**config.mk**
```make
export PLATFORM = sky130hd
export DESIGN_NAME = subunit_rr_scheduler
export DESIGN_NICKNAME = d
export VERILOG_FILES = /design/src/rtl/subunit_sched_pkg.sv /design/src/rtl/subunit_rr_pick.sv /design/src/rtl/subunit_rr_scheduler.sv
export SDC_FILE = /design/constraint.sdc
export NUM_CORES = 1
export LEC_CHECK = 0
export ABC_CLOCK_PERIOD_IN_PS = 3250
export CAP_MARGIN = 20
export CORE_UTILIZATION = 50
export DETAILED_ROUTE_END_ITERATION = 6
export GPL_TIMING_DRIVEN = 0
export PLACE_DENSITY_LB_ADDON = 0.25
export SLEW_MARGIN = 20
export SYNTH_ARGS = -nofsm -noshare
export SYNTH_HDL_FRONTEND = slang
export SYNTH_SLANG_ARGS = --single-unit
```
**constraint.sdc**
```tcl
create_clock -name clk -period 3.25 [get_ports clk]
set_input_delay 0.4875 -clock clk [delete_from_list [all_inputs] [get_ports clk]]
set_output_delay 0.4875 -clock clk [all_outputs]
set_load 0.01 [all_outputs]
```
**src/rtl/subunit_sched_pkg.sv**
```systemverilog
// Shared types and helpers for parent-level round-robin sub-unit arbitration.
// rr_pick is a behavioural reference of the rotate-priority scan, for up to 16 requesters.
package subunit_sched_pkg;

    typedef enum logic [1:0] {S_IDLE, S_GRANT, S_RELEASE} sched_state_e;

    localparam int DEFAULT_NUM_REQ = 5;

    typedef struct packed {
        logic       vld;
        logic [3:0] idx;
    } pick_t;

    function automatic pick_t rr_pick(input logic [15:0] req, input logic [3:0] ptr, input int n);
        pick_t r;
        int    k;
        r = '0;
        for (int i = n - 1; i >= 0; i--) begin
            k = int'(ptr) + i;
            if (k >= n) k = k - n;
            if (req[k]) begin
                r.vld = 1'b1;
                r.idx = k[3:0];
            end
        end
        return r;
    endfunction

endpackage

```
**src/rtl/subunit_rr_pick.sv**
```systemverilog
// Rotate-priority encoder: first set req bit at or after ptr, wrapping mod NUM_REQ.
// Purely combinational; no flow control of its own.
module subunit_rr_pick #(
    parameter int NUM_REQ = 5,
    parameter int ID_W    = $clog2(NUM_REQ)
) (
    input  logic [NUM_REQ-1:0] req,
    input  logic [ID_W-1:0]    ptr,
    output logic               vld,
    output logic [ID_W-1:0]    idx
);

    logic [NUM_REQ-1:0] rot;

    // Modular add that works for non-power-of-two NUM_REQ.
    function automatic logic [ID_W-1:0] wrap_add(input logic [ID_W-1:0] p, input int i);
        int s;
        s = int'(p) + i;
        if (s >= NUM_REQ) s = s - NUM_REQ;
        return s[ID_W-1:0];
    endfunction

    always_comb begin
        rot = '0;
        for (int i = 0; i < NUM_REQ; i++) begin
            rot[i] = req[wrap_add(ptr, i)];
        end
    end

    // Scan downwards so the lowest rotated position wins.
    always_comb begin
        vld = 1'b0;
        idx = '0;
        for (int i = NUM_REQ - 1; i >= 0; i--) begin
            if (rot[i]) begin
                vld = 1'b1;
                idx = wrap_add(ptr, i);
            end
        end
    end

endmodule

```
**src/rtl/subunit_rr_scheduler.sv**
```systemverilog
// Round-robin owner of one shared execution slot; optional forced release under SUBUNIT_SCHED_TIMEOUT_EN.
// Latency: req sampled in IDLE -> grant one cycle later; each grant costs IDLE+GRANT+RELEASE (>=3 cycles).
// Backpressure: no preemption; a grant holds until done, req withdrawal, or (optionally) MAX_HOLD cycles.
module subunit_rr_scheduler
    import subunit_sched_pkg::*;
#(
    parameter int NUM_REQ  = DEFAULT_NUM_REQ,
    parameter int ID_W     = $clog2(NUM_REQ),
    parameter int MAX_HOLD = 64
) (
    input  logic               clk,
    input  logic               rst_n,
    input  logic [NUM_REQ-1:0] req,
    input  logic [NUM_REQ-1:0] done,
    output logic [NUM_REQ-1:0] grant,
    output logic [ID_W-1:0]    grant_id,
    output logic               busy,
    output logic               spurious_done,
    output logic               timeout
);

    if (NUM_REQ < 2 || NUM_REQ > 16 || MAX_HOLD < 1 || MAX_HOLD > 65535) begin : g_bad_param
        $error("subunit_rr_scheduler: NUM_REQ or MAX_HOLD out of legal range");
    end

    localparam logic [NUM_REQ-1:0] ONE_HOT0 = NUM_REQ'(1);
    localparam logic [ID_W-1:0]    LAST_ID  = ID_W'(NUM_REQ - 1);

    sched_state_e    state;
    logic [ID_W-1:0] ptr;
    logic [ID_W-1:0] ptr_next;
    logic [ID_W-1:0] pick_idx;
    logic            pick_vld;
    logic            own_done;
    logic            own_req;
    logic            force_rel;
    logic            exit_grant;

    subunit_rr_pick #(
        .NUM_REQ (NUM_REQ),
        .ID_W    (ID_W)
    ) u_pick (
        .req (req),
        .ptr (ptr),
        .vld (pick_vld),
        .idx (pick_idx)
    );

    assign own_done   = done[grant_id];
    assign own_req    = req[grant_id];
    assign exit_grant = own_done | ~own_req | force_rel;
    assign ptr_next   = (grant_id == LAST_ID) ? '0 : grant_id + 1'b1;
    assign busy       = (state == S_GRANT);

`ifdef SUBUNIT_SCHED_TIMEOUT_EN
    localparam int CNT_W = $clog2(MAX_HOLD + 1);

    logic [CNT_W-1:0] hold_cnt;
    logic             timeout_q;

    // Held at zero outside GRANT, so every grant starts counting from zero.
    always_ff @(posedge clk or negedge rst_n) begin
        if (!rst_n) begin
            hold_cnt <= '0;
        end else if (state != S_GRANT) begin
            hold_cnt <= '0;
        end else begin
            hold_cnt <= hold_cnt + 1'b1;
        end
    end

    assign force_rel = (hold_cnt == CNT_W'(MAX_HOLD - 1));

    // A release that coincides with done or withdrawal is a normal release, not a timeout.
    always_ff @(posedge clk or negedge rst_n) begin
        if (!rst_n) begin
            timeout_q <= 1'b0;
        end else begin
            timeout_q <= (state == S_GRANT) & force_rel & own_req & ~own_done;
        end
    end

    assign timeout = timeout_q;
`else
    assign force_rel = 1'b0;
    assign timeout   = 1'b0;
`endif

    always_ff @(posedge clk or negedge rst_n) begin
        if (!rst_n) begin
            state         <= S_IDLE;
            ptr           <= '0;
            grant         <= '0;
            grant_id      <= '0;
            spurious_done <= 1'b0;
        end else begin
            // grant is zero outside GRANT, so any done seen then is also spurious.
            spurious_done <= spurious_done | (|(done & ~grant));
            case (state)
                S_IDLE: begin
                    if (pick_vld) begin
                        grant    <= ONE_HOT0 << pick_idx;
                        grant_id <= pick_idx;
                        state    <= S_GRANT;
                    end
                end
                S_GRANT: begin
                    if (exit_grant) begin
                        grant <= '0;
                        ptr   <= ptr_next;
                        state <= S_RELEASE;
                    end
                end
                S_RELEASE: begin
                    state <= S_IDLE;
                end
                default: begin
                    grant <= '0;
                    state <= S_IDLE;
                end
            endcase
        end
    end

endmodule

```
### Yosys cells after proc, flatten, opt, wreduce, memory -nomap -nowiden

Cells that the tools add are included.

| storage, ports and cells | value |
|---|---|
| flip-flop bits (word level) | 14 |
| input port bits | 12 |
| output and inout port bits | 11 |
| word-level logic and storage cells | 80 |

| operators by class | value |
|---|---|
| $add $sub $neg | 10 |
| order comparisons | 11 |
| equality and inequality tests | 5 |
| shifts and indexed selects | 1 |
| multiplexer cells | 36 |
| bitwise gates (word level) | 6 |
| reductions and logical operators | 6 |

Operators with widths:

| operator | count |
|---|---|
| 3-bit 2-to-1 mux | 11 |
| 3-bit by 4-bit less-than comparator with 1-bit output, second input constant | 6 |
| 1-bit binary-select mux with 3-bit select | 7 |
| 4-bit by 3-bit >= comparator with 1-bit output, second input constant | 4 |
| 5-bit case mux with 3 select lines | 1 |
| 3-bit subtractor, second input constant | 5 |
| 1-bit 2-to-1 mux | 12 |
| 5-bit 2-to-1 mux | 2 |
| 3-bit by 2-bit adder with 4-bit output, second input constant | 2 |
| 2-bit AND reduction | 3 |
| 5-bit bitwise AND | 1 |
| 5-bit inverter | 1 |
| 5-bit OR reduction | 1 |
| 1-bit by 3-bit left shift with 5-bit output, first input constant | 1 |
| 3-bit by 1-bit adder with 4-bit output, second input constant | 1 |
| 3-bit by 3-bit adder with 4-bit output, second input constant | 1 |
| 2-bit 2-to-1 mux | 2 |
| 2-bit case mux with 2 select lines | 1 |
| 3-bit by 1-bit adder with 3-bit output, second input constant | 1 |
| 3-bit == test, second input constant | 1 |
| 3-bit >= comparator, second input constant | 1 |
| 3-bit AND reduction | 1 |
| 2-bit by 1-bit == test with 1-bit output, second input constant | 1 |
| 2-bit == test, second input constant | 1 |
| 5 further kinds | 7 |

### Logic depth before layout (Yosys ltp)

| depth | value |
|---|---|
| depth in word-level cells | 13 |
| depth in mapped cells | 14 |
| mapped depth without buffers | 12 |

### Modules after synthesis

A second synthesis with hierarchy kept.

| unflattened totals | value |
|---|---|
| cell total of the unflattened synthesis | 220 |
| area, all modules | 1921.8 um^2 |

Modules (own cells, without submodules):

| module | instances | cells an instance | area an instance (um^2) | seq. area each (um^2) |
|---|---|---|---|---|
| subunit_rr_pick | 1 | 147 | 1064.8 | 0.0 |
| subunit_rr_scheduler | 1 | 73 | 857.1 | 350.3 |

### Worst setup path after synthesis

No wires, ideal clock.

| path | value |
|---|---|
| kind | flip-flop to flip-flop |
| from | reg ptr[0] |
| to | reg grant_id[0] |
| setup time | 125 ps |
| arrival | 3283 ps |
| data required time | 3125 ps |
| path slack | -158 ps |
| cell stages (with the launch flop) | 14 |
| buffers on the path | 2 |
| clock period less this slack | 3408 ps |
| cells stage by stage | dfrtp_1 buf_2 inv_2 ha_1 inv_1 fa_1 clkbuf_8 or4_4 a211oi_2 o21ba_4 and4_4 a31oi_1 and2b_1 mux2_2 |

| on the way | value |
|---|---|
| cells in the longest elaborated chain, start to end | 11 |
| elaborated cells on any way between the ends | 40 |
| classes of those cells | add/sub (9); order compare (5); mux (25); reduce/logical (1) |

RTL lines:

| item | RTL line | text |
|---|---|---|
| from (decl) | subunit_rr_scheduler.sv:30 | `logic [ID_W-1:0] ptr;` |
| from (signal assigned) | subunit_rr_scheduler.sv:110 | `ptr <= ptr_next;` |
| 3-bit by 3-bit adder with 4-bit output | subunit_rr_pick.sv:18 | `s = int'(p) + i;` |
| 4-bit by 3-bit >= comparator with 1-bit output / 3-bit subtractor (equally long branches) | subunit_rr_pick.sv:19 | `if (s >= NUM_REQ) s = s - NUM_REQ;` |
| 3-bit 2-to-1 mux | subunit_rr_pick.sv:19 |  |
| 1-bit binary-select mux with 3-bit select | subunit_rr_pick.sv:26 | `rot[i] = req[wrap_add(ptr, i)];` |
| 1-bit 2-to-1 mux (implied by the code) | subunit_rr_pick.sv:26 |  |
| 1-bit 2-to-1 mux (5 in series) | subunit_rr_pick.sv:35 | `if (rot[i]) begin` |
| 2-bit AND reduction (no line) | - |  |
| to (signal assigned) | subunit_rr_scheduler.sv:103 | `grant_id <= pick_idx;` |
| to (decl) | subunit_rr_scheduler.sv:16 | `output logic [ID_W-1:0] grant_id,` |

Parallel ways exist; a longest one is shown, timed or not. The select of a mux whose other input is x is not followed.
A chain may end at the register's enable or synchronous reset.

### Worst setup path after layout

| path | value |
|---|---|
| from | reg ptr[1] |
| to | reg grant[3] |

| on the way | value |
|---|---|
| cells in the longest elaborated chain, start to end | 13 |
| elaborated cells on any way between the ends | 44 |
| classes of those cells | add/sub (9); order compare (5); eq/ne (1); shift (1); mux (27); reduce/logical (1) |

RTL lines:

| item | RTL line | text |
|---|---|---|
| 3-bit by 3-bit adder with 4-bit output | subunit_rr_pick.sv:18 |  |
| 4-bit by 3-bit >= comparator with 1-bit output / 3-bit subtractor (equally long branches) | subunit_rr_pick.sv:19 |  |
| 3-bit 2-to-1 mux | subunit_rr_pick.sv:19 |  |
| 1-bit binary-select mux with 3-bit select | subunit_rr_pick.sv:26 |  |
| 1-bit 2-to-1 mux (implied by the code) | subunit_rr_pick.sv:26 |  |
| 3-bit 2-to-1 mux (5 in series) | subunit_rr_pick.sv:35 |  |
| 1-bit by 3-bit left shift with 5-bit output | subunit_rr_scheduler.sv:102 | `grant <= ONE_HOT0 << pick_idx;` |
| 5-bit 2-to-1 mux | subunit_rr_scheduler.sv:101 | `if (pick_vld) begin` |
| 5-bit case mux with 3 select lines | subunit_rr_scheduler.sv:99 | `case (state)` |
| to (signal assigned) | subunit_rr_scheduler.sv:102 |  |
| to (decl) | subunit_rr_scheduler.sv:15 | `output logic [NUM_REQ-1:0] grant,` |

Parallel ways exist; a longest one is shown, timed or not. The select of a mux whose other input is x is not followed.

==> reports/results.tsv <==
metric	value	unit
row count	22	
# hold bufs at CTS	0	
Final Max Slew Viols	0	
post-synth net total	258	
DR pass1 iterations	5	
synth unique cells	68	
CTS Buf Count	3	
vias in the first global route	1923	
Arrival @ worst endpoint	3310	ps
Worst Setup SP	ptr[1]	
worst r2r dst	grant[3]	
layout cell share with drive strength beyond 1	25.2	%
htree depth	1	
final hold violation count	0	
post-DR vias/cell	6.53	
Register Area	354	um2
Min Hold Slack	509	ps
P&R area growth vs syn	28.7	%
Die Ht	63.6	um
YS warnings	0	
asr flop ratio synth	100	%
cell count after synthesis	234	
kind of critical path	reg -> reg	
EDFF count, synth	0	
Clock Tree Buf Depth	2	
maxcap violations	0	
R2R Path Start	ptr[1]	
Fmax	0.315	GHz
unrepaired setup endpoints after global routing	yes	
Synth area leader	dfrtp_1	
placed inst area	0.00218	mm2
met2 Resource Use GR	45.9	%
Fillers	295	
initial DRC count	194	
cell area after synthesis	0.00190	mm2
clock skew	2.57	ps
GP Congestion	0.968	
Initial Util	51.9	%
largest net degree at the start of global routing	15	
I/O pin count	23	
HPWL after DPL	4.14	mm
area share of the largest cell type after synthesis	18.4	%
Root Buffer	clkbuf_8	
Worst-path clk slew	60	ps
mean routed wirelength per cell	18.4	um
Core Region	0.00366	mm2
total clock sinks	14	
Routed Antenna Nets	0	
Die Width	63.6	um
first-pass GRT wire length	9.26	mm
FF+latch count, synth	14	
Final Cell Area	0.00244	mm2
Worst path depth	11	
ranking of synthesized cells by area	dfrtp_1, ha_1, nand2_1, o21ai_0, inv_1	
Global Route Usage Sum	29.7	%
met3 Usage GRT	7.25	%
Setup crit end kind	flop	
DRC	0	
family with the most delay on the worst path	simple AND/OR/NAND/NOR gates	
GR peak layer	met2	
DIE AREA	0.00405	mm2
Crit Path Max Fanout	8	
synth cell count leaders	nand2_1, inv_1, dfrtp_1, o21ai_0	
Worst EP required	3380	ps
CP peak stage delay	440	ps
GRT Residual Overflow	0	
Slew HR	55.4	%
final setup vio count	0	
status	complete, no violations	
final period utilization	97.8	%
Vias	2078	
grt met1 use	40.2	%
Top FF cell, synth	dfrtp_1	
TritonCTS clock tree	yes	
Setup crit end	grant[3]	
Top cell by count, worst path	buf_4	
Buf+Inv Stages, Crit Path	2	
total length of routed wires	5.85	mm
top-count cell post-synth	nand2_1	
area used by multi-input combinational logic	0.00152	mm2
Final Core Density	66.7	%
mean post-synth cell area	8.12	um2
ant diodes	0	
nets	295	
worst r2r path cells	11	
worst hold path class	reg -> reg	
CP Launch Type	flop	
r2r setup slk	70	ps
port bufs	20	
post-synthesis sequential area ratio	18.4	%
fin crit period	3180	ps
clk_lat worst skew	250	ps
antenna violations before repair	0	
critical path's slowest cell	dfrtp_2	
Worst-Margin Slew	667	ps
CP Cell Sequence	buf_4, ha_1, nand2b_1, a31oi_1, xnor2_1, mux2i_4, and4_4, a31oi_4, and2b_2, buf_4, a32o_1	
==> per-layer routing <==
layer,up-vias,wire length [um]
li1,959,-
met5,-,0
met4,0,105
met2,119,2590
met1,985,2610
met3,15,541
==> cell usage in the layout (no fill, tap or decap), types with 3 or more instances in the layout <==
| master | count |
|---|---|
| nand2b_1 | 9 |
| inv_1 | 16 |
| clkdlybuf4s50_1 | 20 |
| and3_1 | 3 |
| nand2_1 | 19 |
| a21o_1 | 4 |
| dfrtp_2 | 3 |
| nor3b_1 | 4 |
| clkbuf_8 | 5 |
| mux2_2 | 3 |
| o31ai_1 | 6 |
| xnor2_1 | 5 |
| a21oi_1 | 11 |
| nand3_1 | 4 |
| o211ai_1 | 6 |
| buf_4 | 14 |
| mux2i_1 | 4 |
| ha_1 | 7 |
| nor2b_1 | 6 |
| a32o_1 | 3 |
| dfrtp_1 | 11 |
| nand3b_1 | 3 |
| o221ai_1 | 3 |
| o21ai_0 | 14 |
| nor3_1 | 4 |
| o22ai_1 | 4 |
| nor2_1 | 9 |
==> cells by family (layout without fill, tap and decap cells) <==
| kind of cell | after synthesis | count (layout) | share of synthesized area [%] |
|---|---|---|---|
| simple gates | 73 | 73 | 21.3 |
| compound gates | 89 | 89 | 36.0 |
| fa+ha+maj | 12 | 12 | 8.30 |
| flops | 14 | 14 | 18.4 |
| buf+inv | 30 | 66 | 7.77 |
| xor+xnor | 5 | 5 | 2.31 |
| mux | 10 | 10 | 5.73 |
| other cells | 1 | 1 | 0.197 |
==> per-stage QoR <==
stage | instances | setup TNS (ps) | setup slack (ps)
2_1_floorplan | 234 | 0 | 0.467
3_3_place_gp | 302 | -2180 | -318
3_5_place_dp | 302 | -2130 | -316
4_1_cts | 316 | 0 | 7.87
5_1_grt | 318 | -63.6 | -41.8
6_report | 318 | 0 | 73.0
==> worst min-delay path, cell delays in order, from the launching register on <==
cell and delay (ps):
dfrtp_1 350, nor3_1 60, o221ai_1 60
==> final cells by class <==
cell class / count / share of cell area [%]
inverters: 19 / 3.38
multi-input cells: 190 / 62.1
flip-flops and latches: 14 / 14.5
plain buffers: 10 / 3.17
repair buffers: 33 / 12.2
well taps: 48 / 2.46
clock buffers: 4 / 2.25
==> sequential cells by signal, indices dropped and copies added (netlist names) <==
register / cells
spurious_done: 1
state: 2
grant: 5
ptr: 3
grant_id: 3
==> how the worst min path moves through the flow <==
stage / from / endpoint / slack (ps) / depth (start not counted)
6_report: spurious_done / spurious_done / 510 / 2
5_1_grt: spurious_done / spurious_done / 550 / 2
4_1_cts: spurious_done / spurious_done / 500 / 2
3_5_place_dp: spurious_done / spurious_done / 480 / 2
3_3_place_gp: spurious_done / spurious_done / 490 / 2
2_1_floorplan: rst_n / grant[0] / 190 / 0
==> what timing repair did <==
item                       in CTS  in global routing
pin swaps                       3                  5
setup buffers                  10                  3
resized for setup              15                 13
setup endpoints to repair       9                  8
Power is not shown: default switching activity piles up to over one toggle a cycle in this logic, so the estimate is an artifact.
